### src/rtl/ex_pkg.sv
// Shared definitions for the execute stage: opcodes, multiplier FSM states, width defaults.
// Latency: n/a (types and constants only).
// Backpressure: n/a. The multiplier feature is selected by the EX_MUL_EN macro in the users of this package.
package ex_pkg;

    localparam int DW_DEF = 32;
    localparam int RW_DEF = 4;

    localparam logic [3:0] OP_ADD = 4'h0;
    localparam logic [3:0] OP_SUB = 4'h1;
    localparam logic [3:0] OP_AND = 4'h2;
    localparam logic [3:0] OP_OR  = 4'h3;
    localparam logic [3:0] OP_XOR = 4'h4;
    localparam logic [3:0] OP_SLL = 4'h5;
    localparam logic [3:0] OP_SRL = 4'h6;
    localparam logic [3:0] OP_SLT = 4'h7;
    localparam logic [3:0] OP_LW  = 4'h8;
    localparam logic [3:0] OP_SW  = 4'h9;
    localparam logic [3:0] OP_MUL = 4'hA;

    typedef enum logic [1:0] {
        IDLE = 2'd0,
        BUSY = 2'd1,
        DONE = 2'd2
    } mul_state_t;

endpackage

### src/rtl/ex_mul_seq.sv
// Iterative shift-add multiplier: one partial-product step per cycle, low DW bits of the product.
// Latency: MUL_CYC+2 cycles from start (IDLE capture, MUL_CYC steps, DONE).
// Backpressure: stall is high in the capturing IDLE cycle and every BUSY cycle; low in DONE and during reset.
module ex_mul_seq
    import ex_pkg::*;
#(
    parameter int DW      = DW_DEF,
    parameter int MUL_CYC = DW_DEF
) (
    input  logic          clk,
    input  logic          rst_n,
    input  logic          start,
    input  logic [DW-1:0] a_in,
    input  logic [DW-1:0] b_in,
    output logic          stall,
    output logic          done,
    output logic [DW-1:0] product
);

    localparam int CW = (MUL_CYC > 1) ? $clog2(MUL_CYC) : 1;
    localparam logic [CW-1:0] LAST = CW'(MUL_CYC - 1);

    mul_state_t    state;
    logic [CW-1:0] cnt;
    logic [DW-1:0] acc;
    logic [DW-1:0] mcand;
    logic [DW-1:0] mplier;

    // Sequencer: capture operands in IDLE, accumulate shifted multiplicand per set multiplier bit in BUSY.
    always_ff @(posedge clk or negedge rst_n) begin
        if (!rst_n) begin
            state  <= IDLE;
            cnt    <= '0;
            acc    <= '0;
            mcand  <= '0;
            mplier <= '0;
        end else begin
            case (state)
                IDLE: begin
                    if (start) begin
                        acc    <= '0;
                        mcand  <= a_in;
                        mplier <= b_in;
                        cnt    <= '0;
                        state  <= BUSY;
                    end
                end
                BUSY: begin
                    if (mplier[0]) begin
                        acc <= acc + mcand;
                    end
                    mcand  <= mcand << 1;
                    mplier <= mplier >> 1;
                    cnt    <= cnt + 1'b1;
                    if (cnt == LAST) begin
                        state <= DONE;
                    end
                end
                DONE: begin
                    state <= IDLE;
                end
                default: begin
                    state <= IDLE;
                end
            endcase
        end
    end

    // Stall is gated by reset so it drops the moment reset asserts, even with a MUL still presented.
    assign stall   = rst_n && (((state == IDLE) && start) || (state == BUSY));
    assign done    = (state == DONE);
    assign product = acc;

endmodule

### src/rtl/ex_stage.sv
// Execute stage: operand forwarding, ALU, optional iterative MUL (macro EX_MUL_EN), owns the EX/MEM register.
// Latency: 1 cycle for single-cycle ops; MUL_CYC+2 cycles for MUL with bubbles loaded into EX/MEM meanwhile.
// Backpressure: ex_stall (combinational) asks upstream to hold PC, IF/ID and ID/EX while a MUL is in progress.
module ex_stage
    import ex_pkg::*;
#(
    parameter int DW      = DW_DEF,
    parameter int RW      = RW_DEF,
    parameter int MUL_CYC = DW_DEF
) (
    input  logic          clk,
    input  logic          rst_n,
    input  logic          MReg_in,
    input  logic          MR_in,
    input  logic          MW_in,
    input  logic          ALU_src_in,
    input  logic          EnRW_in,
    input  logic [3:0]    opcode_in,
    input  logic [DW-1:0] rd1_in,
    input  logic [DW-1:0] rd2_in,
    input  logic [DW-1:0] sign_ext_in,
    input  logic [RW-1:0] reg_rs_in,
    input  logic [RW-1:0] reg_rt_in,
    input  logic [RW-1:0] reg_rd_in,
    input  logic          fwd_em_we,
    input  logic [RW-1:0] fwd_em_rd,
    input  logic [DW-1:0] fwd_em_data,
    input  logic          fwd_mw_we,
    input  logic [RW-1:0] fwd_mw_rd,
    input  logic [DW-1:0] fwd_mw_data,
    output logic          ex_stall,
    output logic          MReg_out,
    output logic          MR_out,
    output logic          MW_out,
    output logic          EnRW_out,
    output logic [DW-1:0] alu_result_out,
    output logic [DW-1:0] store_data_out,
    output logic [RW-1:0] reg_rd_out
);

    localparam int SHW = $clog2(DW);

    logic [DW-1:0] fwd_a;
    logic [DW-1:0] fwd_b;
    logic [DW-1:0] op_b;
    logic [DW-1:0] alu_res;
    logic          op_nop;
    logic          mul_bubble;

    logic          n_mreg;
    logic          n_mr;
    logic          n_mw;
    logic          n_enrw;
    logic [DW-1:0] n_alu;
    logic [DW-1:0] n_store;
    logic [RW-1:0] n_rd;

    // Operand A: the younger EX/MEM result beats MEM/WB; r0 is never forwarded.
    always_comb begin
        fwd_a = rd1_in;
        if (fwd_em_we && (fwd_em_rd == reg_rs_in) && (reg_rs_in != '0)) begin
            fwd_a = fwd_em_data;
        end else if (fwd_mw_we && (fwd_mw_rd == reg_rs_in) && (reg_rs_in != '0)) begin
            fwd_a = fwd_mw_data;
        end
    end

    // Operand B (rt) with the same priority; this value also feeds the SW store data.
    always_comb begin
        fwd_b = rd2_in;
        if (fwd_em_we && (fwd_em_rd == reg_rt_in) && (reg_rt_in != '0)) begin
            fwd_b = fwd_em_data;
        end else if (fwd_mw_we && (fwd_mw_rd == reg_rt_in) && (reg_rt_in != '0)) begin
            fwd_b = fwd_mw_data;
        end
    end

    assign op_b = ALU_src_in ? sign_ext_in : fwd_b;

`ifdef EX_MUL_EN
    logic          mul_stall;
    logic          mul_done;
    logic [DW-1:0] mul_product;

    // The multiplier latches fwd_a/fwd_b itself, so later forwarding changes cannot disturb it.
    ex_mul_seq #(
        .DW      (DW),
        .MUL_CYC (MUL_CYC)
    ) u_mul (
        .clk     (clk),
        .rst_n   (rst_n),
        .start   (opcode_in == OP_MUL),
        .a_in    (fwd_a),
        .b_in    (fwd_b),
        .stall   (mul_stall),
        .done    (mul_done),
        .product (mul_product)
    );

    assign mul_bubble = mul_stall;
    assign ex_stall   = mul_stall;
`else
    logic unused_cfg;

    // Without the multiplier, MUL_CYC only documents the intended relation to DW.
    assign unused_cfg = (MUL_CYC == DW);
    assign mul_bubble = 1'b0;
    assign ex_stall   = 1'b0;
`endif

    // ALU: arithmetic wraps modulo 2^DW; unassigned opcodes are NOPs.
    always_comb begin
        alu_res = '0;
        op_nop  = 1'b0;
        case (opcode_in)
            OP_ADD, OP_LW, OP_SW: alu_res = fwd_a + op_b;
            OP_SUB:               alu_res = fwd_a - op_b;
            OP_AND:               alu_res = fwd_a & op_b;
            OP_OR:                alu_res = fwd_a | op_b;
            OP_XOR:               alu_res = fwd_a ^ op_b;
            OP_SLL:               alu_res = fwd_a << op_b[SHW-1:0];
            OP_SRL:               alu_res = fwd_a >> op_b[SHW-1:0];
            OP_SLT:               alu_res = {{(DW-1){1'b0}}, ($signed(fwd_a) < $signed(op_b))};
`ifdef EX_MUL_EN
            // Only reaches EX/MEM in DONE; every earlier MUL cycle is a bubble.
            OP_MUL:               alu_res = mul_product;
`endif
            default: begin
                alu_res = '0;
                op_nop  = 1'b1;
            end
        endcase
    end

    // Next EX/MEM contents: pass ID/EX through, or load an all-zero bubble for NOPs and MUL wait cycles.
    always_comb begin
        n_mreg  = MReg_in;
        n_mr    = MR_in;
        n_mw    = MW_in;
        n_enrw  = EnRW_in;
        n_alu   = alu_res;
        n_store = fwd_b;
        n_rd    = reg_rd_in;
        if (op_nop || mul_bubble) begin
            n_mreg  = 1'b0;
            n_mr    = 1'b0;
            n_mw    = 1'b0;
            n_enrw  = 1'b0;
            n_alu   = '0;
            n_store = '0;
            n_rd    = '0;
        end
    end

    // EX/MEM pipeline register.
    always_ff @(posedge clk or negedge rst_n) begin
        if (!rst_n) begin
            MReg_out       <= 1'b0;
            MR_out         <= 1'b0;
            MW_out         <= 1'b0;
            EnRW_out       <= 1'b0;
            alu_result_out <= '0;
            store_data_out <= '0;
            reg_rd_out     <= '0;
        end else begin
            MReg_out       <= n_mreg;
            MR_out         <= n_mr;
            MW_out         <= n_mw;
            EnRW_out       <= n_enrw;
            alu_result_out <= n_alu;
            store_data_out <= n_store;
            reg_rd_out     <= n_rd;
        end
    end

endmodule

### config.mk
export PLATFORM = sky130hd
export DESIGN_NAME = ex_stage
export DESIGN_NICKNAME = d
export VERILOG_FILES = /design/src/rtl/ex_pkg.sv /design/src/rtl/ex_mul_seq.sv /design/src/rtl/ex_stage.sv
export SDC_FILE = /design/constraint.sdc
export NUM_CORES = 1
export LEC_CHECK = 0
export BUFFER_PORTS_ARGS = -buffer_cell sky130_fd_sc_hd__buf_2
export CAP_MARGIN = 20
export CORE_UTILIZATION = 50
export CTS_BUF_LIST = sky130_fd_sc_hd__clkbuf_8
export DETAILED_ROUTE_END_ITERATION = 8
export PLACE_DENSITY = 0.78
export SYNTH_ARGS = -nofsm -noshare
export SYNTH_HDL_FRONTEND = slang
export SYNTH_SLANG_ARGS = --single-unit
export TNS_END_PERCENT = 10
### constraint.sdc
create_clock -name clk -period 0.8 [get_ports clk]
set_input_delay 0.04 -clock clk [delete_from_list [all_inputs] [get_ports clk]]
set_output_delay 0.04 -clock clk [all_outputs]
set_load 0.01 [all_outputs]
==> results of run 1 <==
## stage by stage
stage	worst slack [ns]	TNS (ns)	hold slack, ns
floorplan	-3.58	-117.39	-0.256
detailed placement	-3.92	-147.62	-0.0395
global placement	-3.71	-140.46	-0.0419
CTS	-3.24	-116.99	-0.0309
## logic make-up after synthesis
logic type	synth area share
adders and majority gates	0.115
AOI/OAI and AO/OA	0.294
DFF	0.141
muxes	0.170
other	0.000294
xor gates and xnor gates	0.0124
buffers and inverters	0.0719
and+or+nand+nor	0.194
## synth_stat cells (all sizes together) (5+ instances only)
master and n:
a2111oi 5, a211o 7, a211oi 24, a21o 7, a21oi 129, a221o 7, a221oi 20, a22oi 24
a311oi 11, a31oi 28, and2 50, and3 10, buf 51, clkbuf 60, dfrtp 72, ha 114
inv 103, mux2 51, mux2i 130, mux4 11, nand2 162, nand2b 7, nand3 58, nand4 13
nor2 115, nor2b 9, nor3 45, nor4 11, o2111ai 8, o211a 5, o211ai 25, o21a 8
o21ai 118, o21bai 18, o221ai 20, o22ai 15, o311ai 8, o31ai 11, o32ai 5, o41ai 6
or2 6, or3 11, or4 5, xnor2 17
## what timing repair did
action,4_1_cts
gates resized for setup,154
setup buffers,21
pin swaps,57
hold endpoints to repair,81
hold buffers,9
endpoints found under the setup margin,136
## metal layers
metal | overflow | GRT usage
met5 | 0 | 0.174
met4 | 0 | 0.671
met3 | 0 | 0.496
met2 | 3 | 0.913
met1 | 0 | 0.726
==> out/results.ini, run 1 <==
[yosys]
avgSynthCellArea_um2=7.63
async_flop_share=1.00
synth_nets=1978
synth_ff_type=dfrtp_1
synth_area_um2=12700
ys_top_cells_by_area=dfrtp_1, ha_1, mux2i_1
netlist_instances=1669
yosysTopAreaCell=dfrtp_1
synth_top_area_share=0.141
yosysSeqAreaShare=0.141
ys_ff_latch=72
synth_cell_types=97
synth_edf_count=0
synth_warnings=0

[die]
fp.dieW_um=162
io_pins=266
rows=58
start_util=0.507
die_h_um=162

[placed_design]
placedInstanceArea_um2=18700
port_buffers=264
dpl.cell_count=2727
place_congestion=1.10
hpwlAfterDp_mm=52.9

[cts]
root_buffer=clkbuf_8
clockBufferDepth=2
cts_buffers=9
clock_sinks=72
cts_max_level=3

[grt]
grt_overflow_total=3
gr-usage-all-layers=0.706
grt_max_degree=62

[run_status]
haltStage=global routing
outcome=aborted with a tool error
stop_error=[ERROR GRT-0232] Routing congestion too high. Check the congestion heatmap in the GUI.

[sta]
worstEpCategory=register input
grt-worst-endpoint=alu_result_out[27]$_DFF_PN0_/D

==> run 2, diff against run 1 <==
Settings changed: CORE_UTILIZATION 50 to 35, CTS_BUF_LIST sky130_fd_sc_hd__clkbuf_8 to unset, PLACE_DENSITY 0.78 to unset, PLACE_DENSITY_LB_ADDON set to 0.15.
==> out/results.ini, run 2 <==
[run_status]
outcome=finished, violations left  ; was aborted with a tool error
violations=DRC, hold timing, setup timing

[setup_path]
cp.required_ns=1.03
critPathLaunchType=input port
endpoint_kind=flop
critPathArrivalTime_ns=4.28
crit_slowest_cell=or4_4
crit_buf_inv=6
critPathMaxStageDelay_ns=0.53
cp_top_family=compound AO/OA/AOI/OAI gates
crit_type=in2reg
crit_fanout=4
worstPathCellList=buf_8, or4_4, nand4_4, buf_4, buf_6, o21ai_4, a311o_4, nand2_8, ha_4, inv_2, fa_2, a211o_1, nand4_1, a21oi_4, o41ai_2, buf_4, a211oi_4, o41ai_4, buf_6, a21oi_4, a221o_1, o21ai_2, o2111ai_2

[cts]
cts_tree=done
cts_buffers=9  ; unchanged
cts.clk_slew.worst_paths_ns=0.07
clock_sinks=72  ; unchanged
postCtsHoldBufs=9  ; unchanged
clockBufferDepth=2  ; unchanged
root_buffer=clkbuf_16  ; was clkbuf_8
cts_max_level=3  ; unchanged

[sta]
rsz0062_at_grt=yes
hold_violations=3
tightest_slew_ns=0.769
finalWorstSetupSlack_ns=-3.25
maxSlewViolCount=0
post-route-period-util=5.06
setup_tns_ns=-118.06
min_period_ns=4.05
slew_headroom=0.483
finalSetupViolCount=136
holdWs_ns=-0.0493
fmax_mhz=247

[grt]
gr-usage-all-layers=0.370
grt_overflow_total=0
antenna_found_initial=1
grt_pass1_vias=16997
grt_max_degree=62
grt_pass1_wl_mm=102

[yosys]
synth_top_area_share=0.141  ; unchanged
synth_edf_count=0  ; unchanged
yosysSeqAreaShare=0.141  ; unchanged
synth_most_common_cell=nand2_1  ; unchanged
synth_area_um2=12700  ; unchanged
synth_nets=1978  ; unchanged
netlist_top_cells_count=nand2_1, mux2i_1, a21oi_1  ; unchanged
ys_ff_latch=72  ; unchanged
async_flop_share=1.00  ; unchanged
yosysTopAreaCell=dfrtp_1  ; unchanged
synth_cell_types=97  ; unchanged
avgSynthCellArea_um2=7.63  ; unchanged
ys_top_cells_by_area=dfrtp_1, ha_1, mux2i_1  ; unchanged
synth_ff_type=dfrtp_1  ; unchanged
netlist_instances=1669  ; unchanged
synth_warnings=0  ; unchanged

[die]
fp.dieW_um=193  ; was 162 µm
io_pins=266  ; unchanged
die_area_um2=37200
start_util=0.357  ; was 0.507
die_h_um=193  ; was 162 µm
rows=69  ; was 58
core_area_um2=35700

[pwr]
power_density_nw_per_um2=1350
vdd_drop_max_v=0.00127
netSwitchingFraction=0.437
p_int_uw=16000
power_uw=28400
clock_power_share=0.162
p_leak_uw=0.00986
net-switching-power_uw=12400
seqPwrFrac=0.153
power.share.combinational=0.685

[detailed_routing]
totalWireLength_mm=68.7
via_per_inst=5.73
wire_per_inst_um=23.4
drt-pass1-iter-count=8
ant_nets=0
drc=12
num_vias=16822
first_iter_violations=1305

[hold_path]
min_path_cells=3
hold_path_end=store_data_out[1]
worstHoldStart=rd2_in[1]
hold_path_class=in2reg

[finish]
areaGrowthSynthToFinish_pct=65.0
n_antenna_cell=0
top_regs=alu_result_out (32), store_data_out (32), reg_rd_out (4)
drive_gt1_frac=0.483
layout.nets=2779
layout_commonest_cell=buf_4
post-route-util=0.589
final_cell_mix=buf_4, buf_2, nand2_1

[flow_run]
cap_violations=0

[placed_design]
place_congestion=1.02  ; was 1.10
dpl_worst_slack_ns=-3.88  ; was -3.92 ns
port_buffers=264  ; unchanged
hpwlAfterDp_mm=55.6  ; was 52.9 mm

run 2: kinds of logic after synthesis:
| family | after synthesis | synth area share |
|---|---|---|
| adders and majority gates | 116 | 0.115 |
| AOI/OAI and AO/OA | 546 | 0.294 |
| buffers and inverters | 214 | 0.0719 |
| xor gates and xnor gates | 18 | 0.0124 |
| and+or+nand+nor | 510 | 0.194 |
| other | 1 | 0.000294 |
| DFF | 72 | 0.141 |
| muxes | 192 | 0.170 |
run 2: power groups by stage:
stage	Clock [µW]	Sequential, µW	Combinational, µW
2_1_floorplan	0	4650	7780
3_3_place_gp	0	4360	16700
3_5_place_dp	0	4380	16800
4_1_cts	4730	4320	18000
5_1_grt	4840	4390	20700
6_report	4620	4340	19500
run 2: tightest hold or removal path: cells and delay by family:
family | cells | cell delay (ns)
AO/OA/AOI/OAI | 2 | 0.15
buffers and inverters | 1 | 0.11
run 2: area by class of cell:
| cell class | instances | area [µm²] |
|---|---|---|
| clock buffer | 9 | 225 |
| clock inverter | 6 | 85.1 |
| fill | 3378 | 14600 |
| inverter | 103 | 394 |
| multi-input combinational | 1383 | 11400 |
| sequential | 72 | 1800 |
| tap | 461 | 577 |
| timing repair buffer | 901 | 6580 |
run 2: layer usage:
layer,up-vias,GRT usage,share of wire
li1,7835,-,-
met1,8146,0.453,0.41
met2,676,0.618,0.47
met3,163,0.0631,0.066
met4,2,0.194,0.054
met5,-,0,0.00019
run 2: how the worst max path moves through the flow:
stage / startpoint / endpoint / slack (ns) / depth (start not counted)
6_report: reg_rt_in[1] / alu_result_out[28] / -3.25 / 23
5_1_grt: reg_rt_in[0] / alu_result_out[25] / -3.40 / 22
4_1_cts: fwd_em_rd[2] / alu_result_out[29] / -3.31 / 19
3_5_place_dp: fwd_mw_rd[1] / alu_result_out[0] / -3.88 / 21
3_3_place_gp: fwd_mw_rd[1] / alu_result_out[17] / -3.87 / 21
2_1_floorplan: reg_rt_in[0] / alu_result_out[28] / -3.58 / 20
run 2: metrics by stage:
step,instances,cell area (µm²),hold WS [ns]
4_1_cts,2912,20100,-0.0501
2_1_floorplan,1669,13100,-0.256
6_report,2935,21000,-0.0493
3_5_place_dp,2868,18900,0.00186
5_1_grt,2935,21000,-0.0476
3_3_place_gp,2868,18900,-0.00389
run 2: repair_timing:
action	in CTS	in global routing
gates resized for setup	193	128
pin swaps	57	83
setup endpoints to repair	136	136
setup buffers	23	32
hold endpoints to repair	83	2
(Power assumes the default switching activity.)
==> run 3, diff against run 2 <==
Settings changed: REMOVE_ABC_BUFFERS set to 1, SKIP_LAST_GASP set to 1.
==> out/results.ini, run 3 (synthesized netlist as in run 2, its figures left out) <==
[finish]
areaGrowthSynthToFinish_pct=61.0  ; was 65.0%
top_regs=alu_result_out (32), store_data_out (32), reg_rd_out (4)  ; unchanged
final_cell_mix=buf_4, buf_2, nand2_1  ; unchanged
layout_commonest_cell=buf_4  ; unchanged
post-route-util=0.575  ; was 0.589
n_antenna_cell=0  ; unchanged
drive_gt1_frac=0.458  ; was 0.483
layout.nets=2776  ; was 2779

[die]
fp.dieW_um=193  ; unchanged
rows=69  ; unchanged
die_area_um2=37200  ; unchanged
io_pins=266  ; unchanged
die_h_um=193  ; unchanged
core_area_um2=35700  ; unchanged
start_util=0.357  ; unchanged

[sta]
fmax_mhz=243  ; was 247 MHz
post-route-period-util=5.14  ; was 5.06
maxSlewViolCount=0  ; unchanged
slew_headroom=0.434  ; was 0.483
rsz0062_at_grt=yes  ; unchanged
finalSetupViolCount=136  ; unchanged
finalWorstSetupSlack_ns=-3.31  ; was -3.25 ns
hold_violations=0  ; was 3
tightest_slew_ns=0.849  ; was 0.769 ns
min_period_ns=4.11  ; was 4.05 ns

[hold_path]
hold_path_class=in2reg  ; unchanged
min_path_cells=4  ; was 3
worstHoldStart=fwd_em_data[22]  ; was rd2_in[1]
hold_path_end=store_data_out[22]  ; was store_data_out[1]

[grt]
grt_overflow_total=0  ; unchanged
antenna_found_initial=0  ; was 1
grt_pass1_vias=16765  ; was 17.0k
grt_max_degree=62  ; unchanged
grt_pass1_wl_mm=102  ; about the same
gr-usage-all-layers=0.373  ; was 0.370

[cts]
root_buffer=clkbuf_16  ; unchanged
cts.clk_slew.worst_paths_ns=0.07  ; about the same
cts_max_level=3  ; unchanged
cts_buffers=9  ; unchanged
cts_tree=done  ; unchanged
clockBufferDepth=2  ; unchanged
clock_sinks=72  ; unchanged

[setup_path]
cp.required_ns=1.04  ; was 1.03 ns
endpoint_kind=flop  ; unchanged
crit_fanout=3  ; was 4
crit_type=in2reg  ; unchanged
critPathArrivalTime_ns=4.35  ; was 4.28 ns
critPathLaunchType=input port  ; unchanged

[pwr]
power_density_nw_per_um2=1350  ; about the same
p_leak_uw=0.00972  ; was 0.00986 µW
vdd_drop_max_v=0.00108  ; was 0.00127 V
power_uw=27600  ; was 28400 µW

[placed_design]
port_buffers=264  ; unchanged
place_congestion=1.04  ; was 1.02
dpl_worst_slack_ns=-4.27  ; was -3.88 ns
hpwlAfterDp_mm=56.0  ; was 55.6 mm

[detailed_routing]
num_vias=16979  ; was 16.8k
ant_nets=0  ; unchanged
totalWireLength_mm=70.7  ; was 68.7 mm
wire_per_inst_um=24.1  ; was 23.4 µm
drc=34  ; was 12
via_per_inst=5.79  ; was 5.73
first_iter_violations=1349  ; was 1305
drt-pass1-iter-count=8  ; unchanged

[flow_run]
cap_violations=0  ; unchanged

[run_status]
violations=DRC, setup timing  ; was DRC, hold timing, setup timing
outcome=finished, violations left  ; unchanged

-- run 3: cell types whose count changed in the layout (fill, tap and decap cells not counted), moves of 5 or more --
cell	delta
o21ai_2	-12
mux2i_1	+15
buf_6	-28
nor2_1	+5
mux2i_2	-15
o21ai_1	-8
buf_2	+19
o21ai_0	+21
buf_12	+10
-- run 3: critical path: stages --
cell       delay (ns)
buf_6            0.09
or4_4            0.55
nand4_4          0.12
buf_6            0.11
buf_6            0.08
buf_6            0.08
o21ai_4          0.06
a311o_4          0.35
nand2_8          0.08
ha_4             0.15
inv_2            0.04
fa_2             0.36
a211o_1          0.36
nand4_1          0.25
a21oi_4          0.09
o41ai_2          0.19
buf_4            0.20
a211oi_4         0.08
o41ai_2          0.20
buf_4            0.19
buf_6            0.10
a21oi_4          0.06
a221o_1          0.32
o21ai_1          0.09
o2111ai_1        0.11
-- run 3: routing by layer --
metal / vias to the layer above / GRT usage / share of wire
met5: - / 0 / 0
met4: 0 / 0.226 / 0.062
met3: 209 / 0.0475 / 0.053
met2: 716 / 0.631 / 0.47
met1: 8247 / 0.446 / 0.41
li1: 7807 / - / -
-- run 3: how the worst max path moves through the flow --
stage | startpoint | to
final | reg_rt_in[0] | alu_result_out[28]
after detailed placement | fwd_mw_rd[2] | alu_result_out[27]
after global placement | fwd_mw_rd[3] | alu_result_out[27]
after floorplan | fwd_mw_rd[1] | alu_result_out[27]
after global routing | reg_rt_in[1] | alu_result_out[27]
after CTS | reg_rt_in[0] | alu_result_out[29]
-- run 3: repair_timing --
item | CTS | global route
gates resized for setup | 147 | 75
cloned | 1 | 1
hold endpoints to repair | 80 | 0
pin swaps | 67 | 56
setup buffers | 34 | 13
hold buffers | 9 | 0
endpoints found under the setup margin | 136 | 136
-- run 3: per-stage QoR --
step | cells | instance area [µm²] | hold slack (ns) | TNS, ns
after detailed placement | 2864 | 18700 | -0.0976 | -156.07
final | 2933 | 20500 | 0.0199 | -123.16
after global routing | 2933 | 20500 | 0.0302 | -131.40
after global placement | 2864 | 18700 | -0.0989 | -151.37
after CTS | 2924 | 20100 | 0.00796 | -127.08
after floorplan | 1558 | 12200 | -0.256 | -202.80
-- run 3: final cells by class --
type	instances	area, µm²
clock inverter	4	51.3
inverter	103	392
sequential	72	1800
timing repair buffer	898	6520
tap	461	577
multi-input combinational	1383	10900
clock buffer	12	256
fill	3345	15100
-- run 3: report_power, final --
part,switching (µW),internal [µW]
registers,152,4150
clock network,2000,2600
logic,10000,8720
